[src/rtl/fir_pkg.sv]
// Shared FIR definitions: default widths, rounding modes and saturation limit helpers.
package fir_pkg;

  localparam int unsigned FIR_N_TAPS = 3;
  localparam int unsigned FIR_DATA_W = 3;
  localparam int unsigned FIR_COEF_W = 16;
  localparam int unsigned FIR_ACC_W  = 24;
  localparam int unsigned FIR_OUT_W  = 16;
  localparam int unsigned FIR_SHIFT  = 0;

  typedef enum logic {
    RND_TRUNC   = 1'b0,
    RND_HALF_UP = 1'b1
  } rnd_mode_e;

  function automatic rnd_mode_e rnd_mode(input int unsigned shift);
    return (shift > 0) ? RND_HALF_UP : RND_TRUNC;
  endfunction

  function automatic int unsigned addr_w(input int unsigned n);
    return (n > 1) ? $clog2(n) : 1;
  endfunction

  // Limits of a w-bit signed value, returned in 64 bits for the caller to narrow.
  function automatic logic signed [63:0] sat_max(input int unsigned w);
    return (64'sd1 <<< (w - 1)) - 64'sd1;
  endfunction

  function automatic logic signed [63:0] sat_min(input int unsigned w);
    return -(64'sd1 <<< (w - 1));
  endfunction

endpackage

[src/rtl/fir_round_sat.sv]
// Combinational round-half-up (optional) and saturate from ACC_W to OUT_W with clip flag.
module fir_round_sat
  import fir_pkg::*;
#(
  parameter int unsigned ACC_W = FIR_ACC_W,
  parameter int unsigned OUT_W = FIR_OUT_W,
  parameter int unsigned SHIFT = FIR_SHIFT
) (
  input  logic signed [ACC_W-1:0] acc,
  output logic signed [OUT_W-1:0] res,
  output logic                    clip
);

  localparam rnd_mode_e MODE = rnd_mode(SHIFT);
  localparam logic signed [ACC_W:0] MAXV = (ACC_W+1)'(sat_max(OUT_W));
  localparam logic signed [ACC_W:0] MINV = (ACC_W+1)'(sat_min(OUT_W));

  logic signed [ACC_W:0] ext;
  logic signed [ACC_W:0] rnd;

  // One guard bit keeps the rounding bias from overflowing the accumulator range.
  assign ext = {acc[ACC_W-1], acc};

  if (MODE == RND_HALF_UP) begin : g_round
    localparam logic signed [ACC_W:0] BIAS = (ACC_W+1)'(1) <<< (SHIFT - 1);
    assign rnd = (ext + BIAS) >>> SHIFT;
  end else begin : g_pass
    assign rnd = ext;
  end

  always_comb begin
    res  = rnd[OUT_W-1:0];
    clip = 1'b0;
    if (rnd > MAXV) begin
      res  = MAXV[OUT_W-1:0];
      clip = 1'b1;
    end else if (rnd < MINV) begin
      res  = MINV[OUT_W-1:0];
      clip = 1'b1;
    end
  end

endmodule

[src/rtl/fir_transposed_segment.sv]
// Cascadable transposed-form FIR tap segment with double-buffered coefficients,
// sample-aligned commit, round/saturate output, pipeline-fill valid and sticky clip flag.
module fir_transposed_segment
  import fir_pkg::*;
#(
  parameter int unsigned N_TAPS = FIR_N_TAPS,
  parameter int unsigned DATA_W = FIR_DATA_W,
  parameter int unsigned COEF_W = FIR_COEF_W,
  parameter int unsigned ACC_W  = FIR_ACC_W,
  parameter int unsigned OUT_W  = FIR_OUT_W,
  parameter int unsigned SHIFT  = FIR_SHIFT
) (
  input  logic                          iClk_12M,
  input  logic                          iRst,
  input  logic                          iEnSample,
  input  logic signed [DATA_W-1:0]      iFirIn,
  input  logic signed [ACC_W-1:0]       iCascIn,
  input  logic                          iCoeffWrEn,
  input  logic [addr_w(N_TAPS)-1:0]     iCoeffAddr,
  input  logic signed [COEF_W-1:0]      iCoeffData,
  input  logic                          iCoeffCommit,
  input  logic                          iClrFlag,
  output logic signed [ACC_W-1:0]       oCascOut,
  output logic signed [OUT_W-1:0]       oFirOut,
  output logic                          oValid,
  output logic                          oCommitPending,
  output logic                          oSatFlag
);

  localparam int unsigned PROD_W = DATA_W + COEF_W;
  localparam int unsigned CNT_W  = $clog2(N_TAPS + 2);
  localparam logic [CNT_W-1:0] CNT_FULL = CNT_W'(N_TAPS + 1);

  logic signed [COEF_W-1:0] c_act    [N_TAPS];
  logic signed [COEF_W-1:0] c_shd    [N_TAPS];
  logic signed [ACC_W-1:0]  r_s      [N_TAPS];
  logic signed [ACC_W-1:0]  prod_ext [N_TAPS];
  logic signed [PROD_W-1:0] prod;
  logic signed [OUT_W-1:0]  rs_out;
  logic signed [OUT_W-1:0]  fir_out_r;
  logic [CNT_W-1:0]         fill_cnt;
  logic [CNT_W-1:0]         fill_nxt;
  logic                     clip;
  logic                     addr_ok;
  logic                     commit_pend;
  logic                     valid_r;
  logic                     sat_flag;

  always_comb begin
    prod = '0;
    for (int unsigned k = 0; k < N_TAPS; k++) begin
      prod        = iFirIn * c_act[k];
      prod_ext[k] = ACC_W'(prod);
    end
  end

  assign addr_ok  = 32'(iCoeffAddr) < N_TAPS;
  assign fill_nxt = (fill_cnt == CNT_FULL) ? fill_cnt : fill_cnt + 1'b1;

  fir_round_sat #(
    .ACC_W(ACC_W),
    .OUT_W(OUT_W),
    .SHIFT(SHIFT)
  ) u_round_sat (
    .acc (r_s[N_TAPS-1]),
    .res (rs_out),
    .clip(clip)
  );

  always_ff @(posedge iClk_12M) begin
    if (iRst) begin
      for (int unsigned k = 0; k < N_TAPS; k++) begin
        r_s[k]   <= '0;
        c_act[k] <= '0;
        c_shd[k] <= '0;
      end
      fir_out_r   <= '0;
      fill_cnt    <= '0;
      valid_r     <= 1'b0;
      commit_pend <= 1'b0;
      sat_flag    <= 1'b0;
    end else begin
      valid_r <= 1'b0;
      if (iCoeffWrEn && addr_ok)
        c_shd[iCoeffAddr] <= iCoeffData;

      if (iEnSample) begin
        r_s[0] <= iCascIn + prod_ext[0];
        for (int unsigned k = 1; k < N_TAPS; k++)
          r_s[k] <= r_s[k-1] + prod_ext[k];
        fir_out_r <= rs_out;
        fill_cnt  <= fill_nxt;
        valid_r   <= (fill_nxt == CNT_FULL);
        // Products above still read the old c_act; the swap lands for the next sample.
        if (commit_pend) begin
          for (int unsigned k = 0; k < N_TAPS; k++)
            c_act[k] <= c_shd[k];
        end
      end

      if (iEnSample && clip)
        sat_flag <= 1'b1;
      else if (iClrFlag)
        sat_flag <= 1'b0;

      // A request only arms when nothing is pending, so one landing in the swap cycle is dropped.
      if (iEnSample && commit_pend)
        commit_pend <= 1'b0;
      else if (iCoeffCommit)
        commit_pend <= 1'b1;
    end
  end

  assign oCascOut       = r_s[N_TAPS-1];
  assign oFirOut        = fir_out_r;
  assign oValid         = valid_r;
  assign oCommitPending = commit_pend;
  assign oSatFlag       = sat_flag;

endmodule
[config.mk]
export PLATFORM = sky130hd
export DESIGN_NAME = fir_transposed_segment
export DESIGN_NICKNAME = d
export VERILOG_FILES = /design/src/rtl/fir_pkg.sv /design/src/rtl/fir_round_sat.sv /design/src/rtl/fir_transposed_segment.sv
export SDC_FILE = /design/constraint.sdc
export NUM_CORES = 1
export LEC_CHECK = 0
export ABC_AREA = 0
export CAP_MARGIN = 15
export CORE_UTILIZATION = 35
export CTS_CLUSTER_DIAMETER = 50
export DETAILED_ROUTE_END_ITERATION = 8
export GPL_TIMING_DRIVEN = 0
export HOLD_SLACK_MARGIN = 0.02
export MAX_ROUTING_LAYER = met4
export SYNTH_ARGS = -nofsm -noshare
export SYNTH_HDL_FRONTEND = slang
export SYNTH_SLANG_ARGS = --single-unit
[constraint.sdc]
create_clock -name iClk_12M -period 5.4 [get_ports iClk_12M]
set_input_delay 1.08 -clock iClk_12M [delete_from_list [all_inputs] [get_ports iClk_12M]]
set_output_delay 1.08 -clock iClk_12M [all_outputs]
set_load 0.02 [all_outputs]
; ---- After elaboration in Yosys (flattened, before gate mapping)
; Memory sizes are Yosys's and may differ from the RTL's.
; Index checks and enable logic that the tools add are counted.
[classes]
add_sub_neg = 4
n_mul = 3
order_cmp = 3
n_eq_ne = 2
n_mux = 28
bitwise_logic = 7
n_reduce_logical = 7
[ops]
columns = operator, n
row1 = 16-bit two-way mux, 6
row2 = 24-bit by 19-bit adder with 24-bit output, 3
row3 = 24-bit two-way mux, 3
row4 = 3-bit by 16-bit multiplier with 19-bit output, 3
row5 = "24-bit by 16-bit > comparator with 1-bit output, second input constant", 1
row6 = "24-bit by 16-bit < comparator with 1-bit output, second input constant", 1
row7 = 1-bit two-way mux, 17
row8 = 16-bit OR reduction, 1
row9 = "3-bit equality test, second input constant", 2
row10 = 1-bit bitwise OR, 6
row11 = 2-bit OR reduction, 2
row12 = "3-bit by 1-bit adder with 3-bit output, second input constant", 1
row13 = 1-bit logical AND, 3
row14 = 3-bit two-way mux, 1
row15 = "2-bit < comparator, second input constant", 1
row16 = 2-bit two-way mux, 1
row17 = 2-bit nonzero test, 1
row18 = 1-bit inverter, 1
[word_totals]
regBits = 22
ramBits = 168
input_bits = 51
wordCells = 62
n_memories = 3
[memory_table]
columns = name, depth, word_bits, read_ports, rd_ports_with_merged_regs, wr, line_no
row1 = r_s, 3, 24, 3, 0, 3, fir_transposed_segment.sv:36  ; logic signed [ACC_W-1:0] r_s [N_TAPS];
row2 = c_act, 3, 16, 3, 0, 3, fir_transposed_segment.sv:34  ; logic signed [COEF_W-1:0] c_act [N_TAPS];
row3 = c_shd, 3, 16, 3, 0, 3, fir_transposed_segment.sv:35  ; logic signed [COEF_W-1:0] c_shd [N_TAPS];

; ---- Logic depth before layout (Yosys ltp)
; Gate-level depths: netlist (run 1).
[depth]
word_depth = 7
depth_mapped = 17
mapped_depth_nobuf = 16

; ---- Cells and area by module
; A second synthesis (run 1) with hierarchy kept.
[hier_totals]
cells_unflattened = 1390
hier_area_um2 = 15061.9
[modules_own_cells]
columns = mod, instances, cells_each, area_each_um2, seq_area_each_um2
row1 = fir_transposed_segment, 1, 1345, 14761.7, 5485.3
row2 = fir_round_sat, 1, 45, 300.3, 0.0

; ---- Worst setup path before layout (run 1)
; OpenSTA, ideal clock, no wires.
[synth_path]
kind = input-to-reg
from = input port iFirIn[0]
to = memory r_s[0][42] in the netlist's numbering (data pin)
setup_time_ps = 259
t_arrival_ps = 4742
t_required_ps = 5141
setup_slack_ps = 399
cell_stages = 14
path_buffers = 1
cell_sequence = clkbuf_1 -> nand2_1 -> fa_1 -> fa_1 -> fa_1 -> inv_1 -> ha_1 -> fa_1 -> a211oi_1 -> o21bai_1 -> a31o_2 -> a31oi_1 -> nor3_1 -> o31a_1
[synth_lines]
columns = element, line_no
row1 = start: declaration, fir_transposed_segment.sv:16  ; input logic signed [DATA_W-1:0] iFirIn,
row2 = end: declaration, fir_transposed_segment.sv:36

==> results.sh, run 1 <==
export IMPL_result_of_the_run="finished, violations left"
export IMPL_failed_checks="DRC"
export IMPL_dieArea_mm2=0.0428
export IMPL_routedWlPerCell_um=15.9
export IMPL_detailedPlacementHpwl_um=25500
export IMPL_max_slew_margin_pct=22.3
export IMPL_remaining_drc_errors=10
export IMPL_setup_worst_path_end_class="register"
export IMPL_synth_cell_area_mm2=0.0147
export IMPL_synth_simple_gate_area_share_pct=17.1
export IMPL_worst_hold_path_type="register to register"
export IMPL_achievable_frequency_mhz=192
export IMPL_clock_slew_at_the_register_clock_pins_of_the_worst_setup_and_hold_paths_ns=0.07
export IMPL_syn_nets=1664
export IMPL_final_layout_size_suffix_gt1_share_pct=6.35
export IMPL_global_route_wire_length_before_repair_um=51500
export IMPL_synth_warn=0
export IMPL_drt_pass1_iter_count=7
export IMPL_clock_tree_buffer_depth=2
export IMPL_max_cap_violations=0
export IMPL_dpl_worst_slack_ns=-1.42
export IMPL_ys_ff_latch=190
export IMPL_timing_hold_ws_ns=0.457
export IMPL_synth_edf_count=168
export IMPL_clock_tree_root_cell="sky130_fd_sc_hd__clkbuf_16"
export IMPL_slew_violations=0
export IMPL_layout_setup_ws_ns=0.190
export IMPL_main_combinational_cell_family_by_area_after_synthesis="adder cells"
export IMPL_areaGrowthSynthToFinish_pct=15.0
export IMPL_postCtsSetupBuffers=0
export IMPL_ant_nets=0
export IMPL_start_util_pct=35.7
export IMPL_timing_final_crit_period_ns=5.21
export IMPL_postSynthCellCount=1356
export IMPL_avgSynthCellArea_um2=10.8
export IMPL_total_power_mw=5.95
export IMPL_synth_top_flop_cell="sky130_fd_sc_hd__edfxtp_1"
export IMPL_grt_max_degree=73
export IMPL_synth_xor_area_share_pct=3.04
export IMPL_total_track_usage_pct=16.3
export IMPL_num_nets_final=1776
export IMPL_synth_cell_types=66
export IMPL_min_delay_start="oFirOut[8]"
export IMPL_insertedDiodeCount=0
export IMPL_grt_pass1_vias=9957
export IMPL_logic_depth_of_the_worst_register_to_register_path=14
export IMPL_criticalPathCategory="input port to register"
export IMPL_setup_repair_after_global_routing_missed_its_margin="false"
export IMPL_chip_height_um=207
export IMPL_clock_h_tree_levels=4
export IMPL_tightestPinTransition_ns=1.15
export IMPL_reg2reg_from="c_act[0][16]"
export IMPL_routed_wire_length_um=32100
export IMPL_synth_sequential_area_ratio_pct=37.3
export IMPL_tritoncts_num_buffers=17
export IMPL_max_vdd_ir_drop_uv=253
export IMPL_antenna_found_initial=0
export IMPL_finalSetupViolCount=0
export IMPL_gp_congestion=0.893
export IMPL_cts_hold_buffers_added=0
export IMPL_tritoncts="done"
export IMPL_worst_hold_stages=2
export IMPL_required_ns=5.58
export IMPL_place_port_buffers=90
export IMPL_clock_skew_ns=0.0152
export IMPL_design_portCount=94
export IMPL_row_count=74
export IMPL_power_per_cell_area_mw_per_mm2=352
export IMPL_floorplan_die_width_um=207
export IMPL_viasPerCell=4.84
export IMPL_synth_compound_area_share_pct=9.58
export IMPL_synth_mux_area_fraction_pct=0.349
export IMPL_finalCritPeriodShare_pct=96.5
export IMPL_detail_route_iter0_violations=426
export IMPL_cellLeakagePower_nw=7.31
export IMPL_setup_worst_path_start_class="input port"
export IMPL_hold_viol_final=0
export IMPL_crit_fanout=10
export IMPL_detailed_route_via_count=9749
export IMPL_arrival_ns=5.39
export IMPL_clk_latency_ns=0.45
export IMPL_crit_start="iFirIn[2]"
export IMPL_synthArstFlopShare_pct=0
export IMPL_core_area_mm2=0.0411
export IMPL_synth_fa_ha_area_share_pct=27.7
export IMPL_grt_ovfl_total=0
export IMPL_numClockSinks=190
## what timing repair did
action                     4_1_cts  5_1_grt
setup endpoints to repair       51       14
resized for setup               11       14
pin swaps                        0        0
hold endpoints to repair         0        0
## registers in the layout (all words and copies together) (netlist names)
name,cells
oFirOut,16
oValid,1
c_act,48
oSatFlag,1
oCommitPending,1
c_shd,48
r_s,72
fill_cnt,3
## power by group
group	leakage [nW]	internal, mW	total [mW]	switching, mW
sequential	1.94	1.84	1.95	0.112
clock	0.272	0.610	1.21	0.602
combinational	5.10	1.22	2.79	1.57
total	7.31	3.66	5.95	2.28
## worst paths after layout
check                to  slack, ns
max          r_s[0][70]       0.19
min          oFirOut[8]       0.46
max reg2reg  r_s[0][46]       0.89
min reg2reg  oFirOut[8]       0.46
## final cells by class
cell class,count,area (µm²)
Sequential cell,190,5490
Inverter,91,349
Tap cell,532,666
Clock buffer,19,433
Multi-Input combinational cell,1003,8520
Timing Repair Buffer,93,932
Buffer,72,380
Clock inverter,13,129
Fill cell,4029,24200
## stage by stage
stage	util, %	TNS [ns]	instance area [µm²]	cells
after floorplan	-	0	14700	1356
after global placement	39.5	-62.94	16300	1978
after detailed placement	39.6	-56.20	16300	1979
after CTS	41.0	0	16900	2011
after global routing	41.1	0	16900	2013
final	41.1	0	16900	2013
## logic make-up after synthesis
kind of cell / count (synthesis)
compound gates: 210
xor+xnor: 51
fa+ha+maj: 257
buf+inv: 163
flops: 190
mux: 5
simple gates: 480
## cells in the mapped netlist, drive strengths merged (9+ instances only)
cell type	instances	share of area (%)
nor3	14	0.48
o21a	11	0.56
and2	200	8.5
dfxtp	22	3.0
nand2	58	1.5
a211oi	9	0.46
nand2b	13	0.55
nor2	131	3.3
o21ai	45	1.5
xor2	23	1.4
edfxtp	168	34
a31oi	12	0.61
a21o	27	1.4
xnor2	28	1.7
fa	114	16
clkbuf	44	1.1
a21oi	51	1.8
inv	90	2.3
nand3	22	0.75
ha	143	12
buf	28	1.4
## metal layers
| metal | GRT usage, % | vias up | part of all wire, % |
|---|---|---|---|
| met1 | 20.8 | 4648 | 46 |
| met4 | 4.59 | 0 | 1.8 |
| met5 | - | - | 0 |
| li1 | - | 4860 | - |
| met3 | 2.51 | 38 | 4.5 |
| met2 | 26.8 | 203 | 48 |
## placed cells by master (no fill, tap or decap), types with 6 or more instances in the layout
cell type	count
sky130_fd_sc_hd__and2_1	200
sky130_fd_sc_hd__edfxtp_1	168
sky130_fd_sc_hd__ha_1	143
sky130_fd_sc_hd__nor2_1	131
sky130_fd_sc_hd__fa_1	114
sky130_fd_sc_hd__inv_1	89
sky130_fd_sc_hd__clkdlybuf4s50_1	89
sky130_fd_sc_hd__nand2_1	58
sky130_fd_sc_hd__a21oi_1	49
sky130_fd_sc_hd__o21ai_0	43
sky130_fd_sc_hd__clkbuf_1	35
sky130_fd_sc_hd__xnor2_1	28
sky130_fd_sc_hd__a21o_1	27
sky130_fd_sc_hd__buf_4	25
sky130_fd_sc_hd__xor2_1	23
sky130_fd_sc_hd__nand3_1	22
sky130_fd_sc_hd__dfxtp_1	22
sky130_fd_sc_hd__clkbuf_16	17
sky130_fd_sc_hd__nor3_1	14
sky130_fd_sc_hd__clkbuf_2	12
sky130_fd_sc_hd__nand2b_1	12
sky130_fd_sc_hd__o21a_1	11
sky130_fd_sc_hd__a31oi_1	11
sky130_fd_sc_hd__a211oi_1	9
sky130_fd_sc_hd__o21bai_1	8
sky130_fd_sc_hd__nor2b_1	8
sky130_fd_sc_hd__nor3b_1	8
sky130_fd_sc_hd__and3_1	6
sky130_fd_sc_hd__o211ai_1	6
sky130_fd_sc_hd__a21boi_0	6
## critical path: stages
cell	delay [ns]
sky130_fd_sc_hd__clkdlybuf4s15_2	0.39
sky130_fd_sc_hd__clkinv_4	0.22
sky130_fd_sc_hd__clkbuf_2	0.34
sky130_fd_sc_hd__nor2_1	0.21
sky130_fd_sc_hd__fa_1	0.45
sky130_fd_sc_hd__fa_1	0.44
sky130_fd_sc_hd__ha_1	0.29
sky130_fd_sc_hd__ha_1	0.32
sky130_fd_sc_hd__nor2b_1	0.16
sky130_fd_sc_hd__o31a_1	0.28
sky130_fd_sc_hd__o311ai_0	0.41
sky130_fd_sc_hd__nand3_1	0.20
sky130_fd_sc_hd__a31oi_1	0.32
sky130_fd_sc_hd__o31ai_1	0.13
sky130_fd_sc_hd__mux2i_1	0.13
Note: power is estimated with default switching activity, not from simulation.
==> run 2, diff against run 1 <==
CORE_UTILIZATION = 36   (was 35)
PLACE_DENSITY = 0.63   (was not set)
==> results.sh, run 2 (synthesis results as in run 1) <==
export IMPL_result_of_the_run="complete, no violations"
export IMPL_design_portCount=94
export IMPL_num_fill_cells=3889
export IMPL_gp_congestion=0.880
export IMPL_cpLargestDelayFamily="adder cells"
export IMPL_commonest_non_fill_non_tap_cells_in_the_layout="sky130_fd_sc_hd__and2_1 (200), sky130_fd_sc_hd__edfxtp_1 (168), sky130_fd_sc_hd__ha_1 (143), sky130_fd_sc_hd__nor2_1 (131), sky130_fd_sc_hd__fa_1 (114)"
export IMPL_crit_slowest_cell="sky130_fd_sc_hd__fa_1"
export IMPL_max_slew_margin_pct=30.1
export IMPL_start_util_pct=36.7
export IMPL_grt_pass1_vias=9958
export IMPL_timing_final_crit_period_ns=5.18
export IMPL_tritoncts="done"
export IMPL_arrival_ns=5.35
export IMPL_final_common_cell="sky130_fd_sc_hd__and2_1"
export IMPL_clock_slew_at_the_register_clock_pins_of_the_worst_setup_and_hold_paths_ns=0.08
export IMPL_areaGrowthSynthToFinish_pct=15.0
export IMPL_core_area_mm2=0.0400
export IMPL_detail_route_iter0_violations=363
export IMPL_detailed_route_via_count=9725
export IMPL_finalSetupViolCount=0
export IMPL_instances_no_fill=2006
export IMPL_power_per_cell_area_mw_per_mm2=354
export IMPL_place_inst=1973
export IMPL_fin_tns_setup_ns=0
export IMPL_finalCritPeriodShare_pct=96.0
export IMPL_final_layout_size_suffix_gt1_share_pct=6.41
export IMPL_top_register="r_s"
export IMPL_largest_register_ff_count=72
export IMPL_timing_critical_path_cells="clkdlybuf4s15_2 > inv_4 > buf_2 > nor2_1 > fa_1 > fa_1 > ha_1 > ha_1 > a21oi_1 > a21boi_0 > inv_1 > a41oi_1 > a211o_1 > nand3_1 > nor3b_1"
export IMPL_place_port_buffers=90
export IMPL_max_vdd_ir_drop_uv=239
export IMPL_worst_hold_path_type="register to register"
export IMPL_grt_max_degree=73
export IMPL_reg2reg_to="r_s[0][40]"
export IMPL_setup_worst_path_start_class="input port"
export IMPL_post_cts_resized=9
export IMPL_required_ns=5.57
export IMPL_ant_nets=0
export IMPL_total_track_usage_pct=16.2
export IMPL_tightestPinTransition_ns=1.03
export IMPL_layout_setup_ws_ns=0.217
export IMPL_slew_violations=0
export IMPL_clock_tree_root_cell="sky130_fd_sc_hd__clkbuf_16"
export IMPL_chip_height_um=204
export IMPL_clock_skew_ns=0.0104
export IMPL_num_nets_final=1776
export IMPL_largestRegisters="r_s: 72 flops, c_act: 48 flops, c_shd: 48 flops"
export IMPL_global_route_wire_length_before_repair_um=50700
export IMPL_viasPerCell=4.85
export IMPL_max_stage_delay_ns=0.58
export IMPL_floorplan_die_width_um=204
export IMPL_remaining_drc_errors=0
export IMPL_setup_worst_path_end_class="register"
export IMPL_levels_on_crit_path=15
export IMPL_routed_wire_length_um=31500
export IMPL_cts_hold_buffers_added=0
export IMPL_drt_pass1_iter_count=5
export IMPL_max_cap_violations=0
export IMPL_clk_latency_ns=0.44
export IMPL_criticalPathCategory="input port to register"
export IMPL_insertedDiodeCount=0
export IMPL_cp_endpoint="r_s[0][23]"
export IMPL_setup_repair_after_global_routing_missed_its_margin="false"
export IMPL_clock_h_tree_levels=4
export IMPL_postCtsSetupBuffers=0
export IMPL_row_count=73
export IMPL_detailedPlacementHpwl_um=25200
export IMPL_setup_slack_reg_to_reg_ns=0.92
export IMPL_antenna_found_initial=0
export IMPL_logic_depth_of_the_worst_register_to_register_path=14
export IMPL_numClockSinks=190
export IMPL_reg2reg_from="c_act[0][16]"
export IMPL_cellLeakagePower_nw=7.32
export IMPL_dpl_worst_slack_ns=-1.32
export IMPL_grt_ovfl_total=0
export IMPL_critical_path_n_buffers_inverters=4
export IMPL_routedWlPerCell_um=15.7
export IMPL_hold_viol_final=0
export IMPL_clock_tree_buffer_depth=2
export IMPL_crit_start="iFirIn[2]"
export IMPL_crit_fanout=11
export IMPL_achievable_frequency_mhz=193
export IMPL_dieArea_mm2=0.0416
export IMPL_tritoncts_num_buffers=17
## run 2: routing by layer
metal	track usage, %	routed length (µm)	share of wire (%)	vias to the layer above
li1	-	-	-	4858
met1	20.6	14700	47	4669
met2	27.1	15200	48	182
met3	2.54	1280	4.1	16
met4	3.33	257	0.82	0
met5	-	0	0	-
## run 2: report_power, final
| group | internal [mW] | switching [mW] | leakage [nW] |
|---|---|---|---|
| Clock | 0.654 | 0.597 | 0.285 |
| Combinational | 1.22 | 1.57 | 5.09 |
| Sequential | 1.84 | 0.113 | 1.94 |
| Total | 3.71 | 2.28 | 7.32 |
## run 2: cell type report
| cell class | count | area, µm² | share of cell area (%) |
|---|---|---|---|
| plain buffers | 72 | 378 | 2.24 |
| multi-input cells | 1003 | 8520 | 50.4 |
| flip-flops and latches | 190 | 5490 | 32.5 |
| inverters | 91 | 347 | 2.05 |
| repair buffers | 93 | 932 | 5.52 |
| clock buffers | 17 | 425 | 2.52 |
| well taps | 525 | 657 | 3.89 |
| clock inverters | 15 | 154 | 0.911 |
## run 2: how the worst min path moves through the flow
stage / from / end / slack (ns) / cells after the start
after CTS: oFirOut[1] / oFirOut[1] / 0.46 / 2
after global routing: oFirOut[12] / oFirOut[12] / 0.48 / 2
final: oFirOut[1] / oFirOut[1] / 0.45 / 2
after floorplan: fill_cnt[1] / fill_cnt[1] / 0.49 / 2
after global placement: oFirOut[9] / oFirOut[9] / 0.44 / 2
after detailed placement: oFirOut[1] / oFirOut[1] / 0.44 / 2
## run 2: through the flow
step	total power, mW	hold WS [ns]	utilization, %	cell area (µm²)
after global routing	6.46	0.482	42.2	16900
after CTS	6.01	0.459	42.1	16900
after global placement	4.70	0.441	40.6	16200
final	5.99	0.453	42.2	16900
after detailed placement	4.73	0.442	40.7	16300
after floorplan	4.05	0.487	-	14700
## run 2: tightest hold or removal path, stage by stage (launching register included)
cell and delay [ns]:
sky130_fd_sc_hd__dfxtp_1 0.33, sky130_fd_sc_hd__nand2_1 0.04, sky130_fd_sc_hd__o21ai_0 0.05
==> run 3, diff against run 2 <==
==> constraint.sdc (replaced) <==
create_clock -name iClk_12M -period 5.4 [get_ports iClk_12M]
set_input_delay 1.08 -clock iClk_12M [delete_from_list [all_inputs] [get_ports iClk_12M]]
set_output_delay 1.08 -clock iClk_12M [all_outputs]
set_load 0.01 [all_outputs]
==> results of run 3 <==
Same layout as run 2 (identical final DEF). Status: complete, no violations.
Main changes from that run: total power 5.99 mW -> 5.94 mW
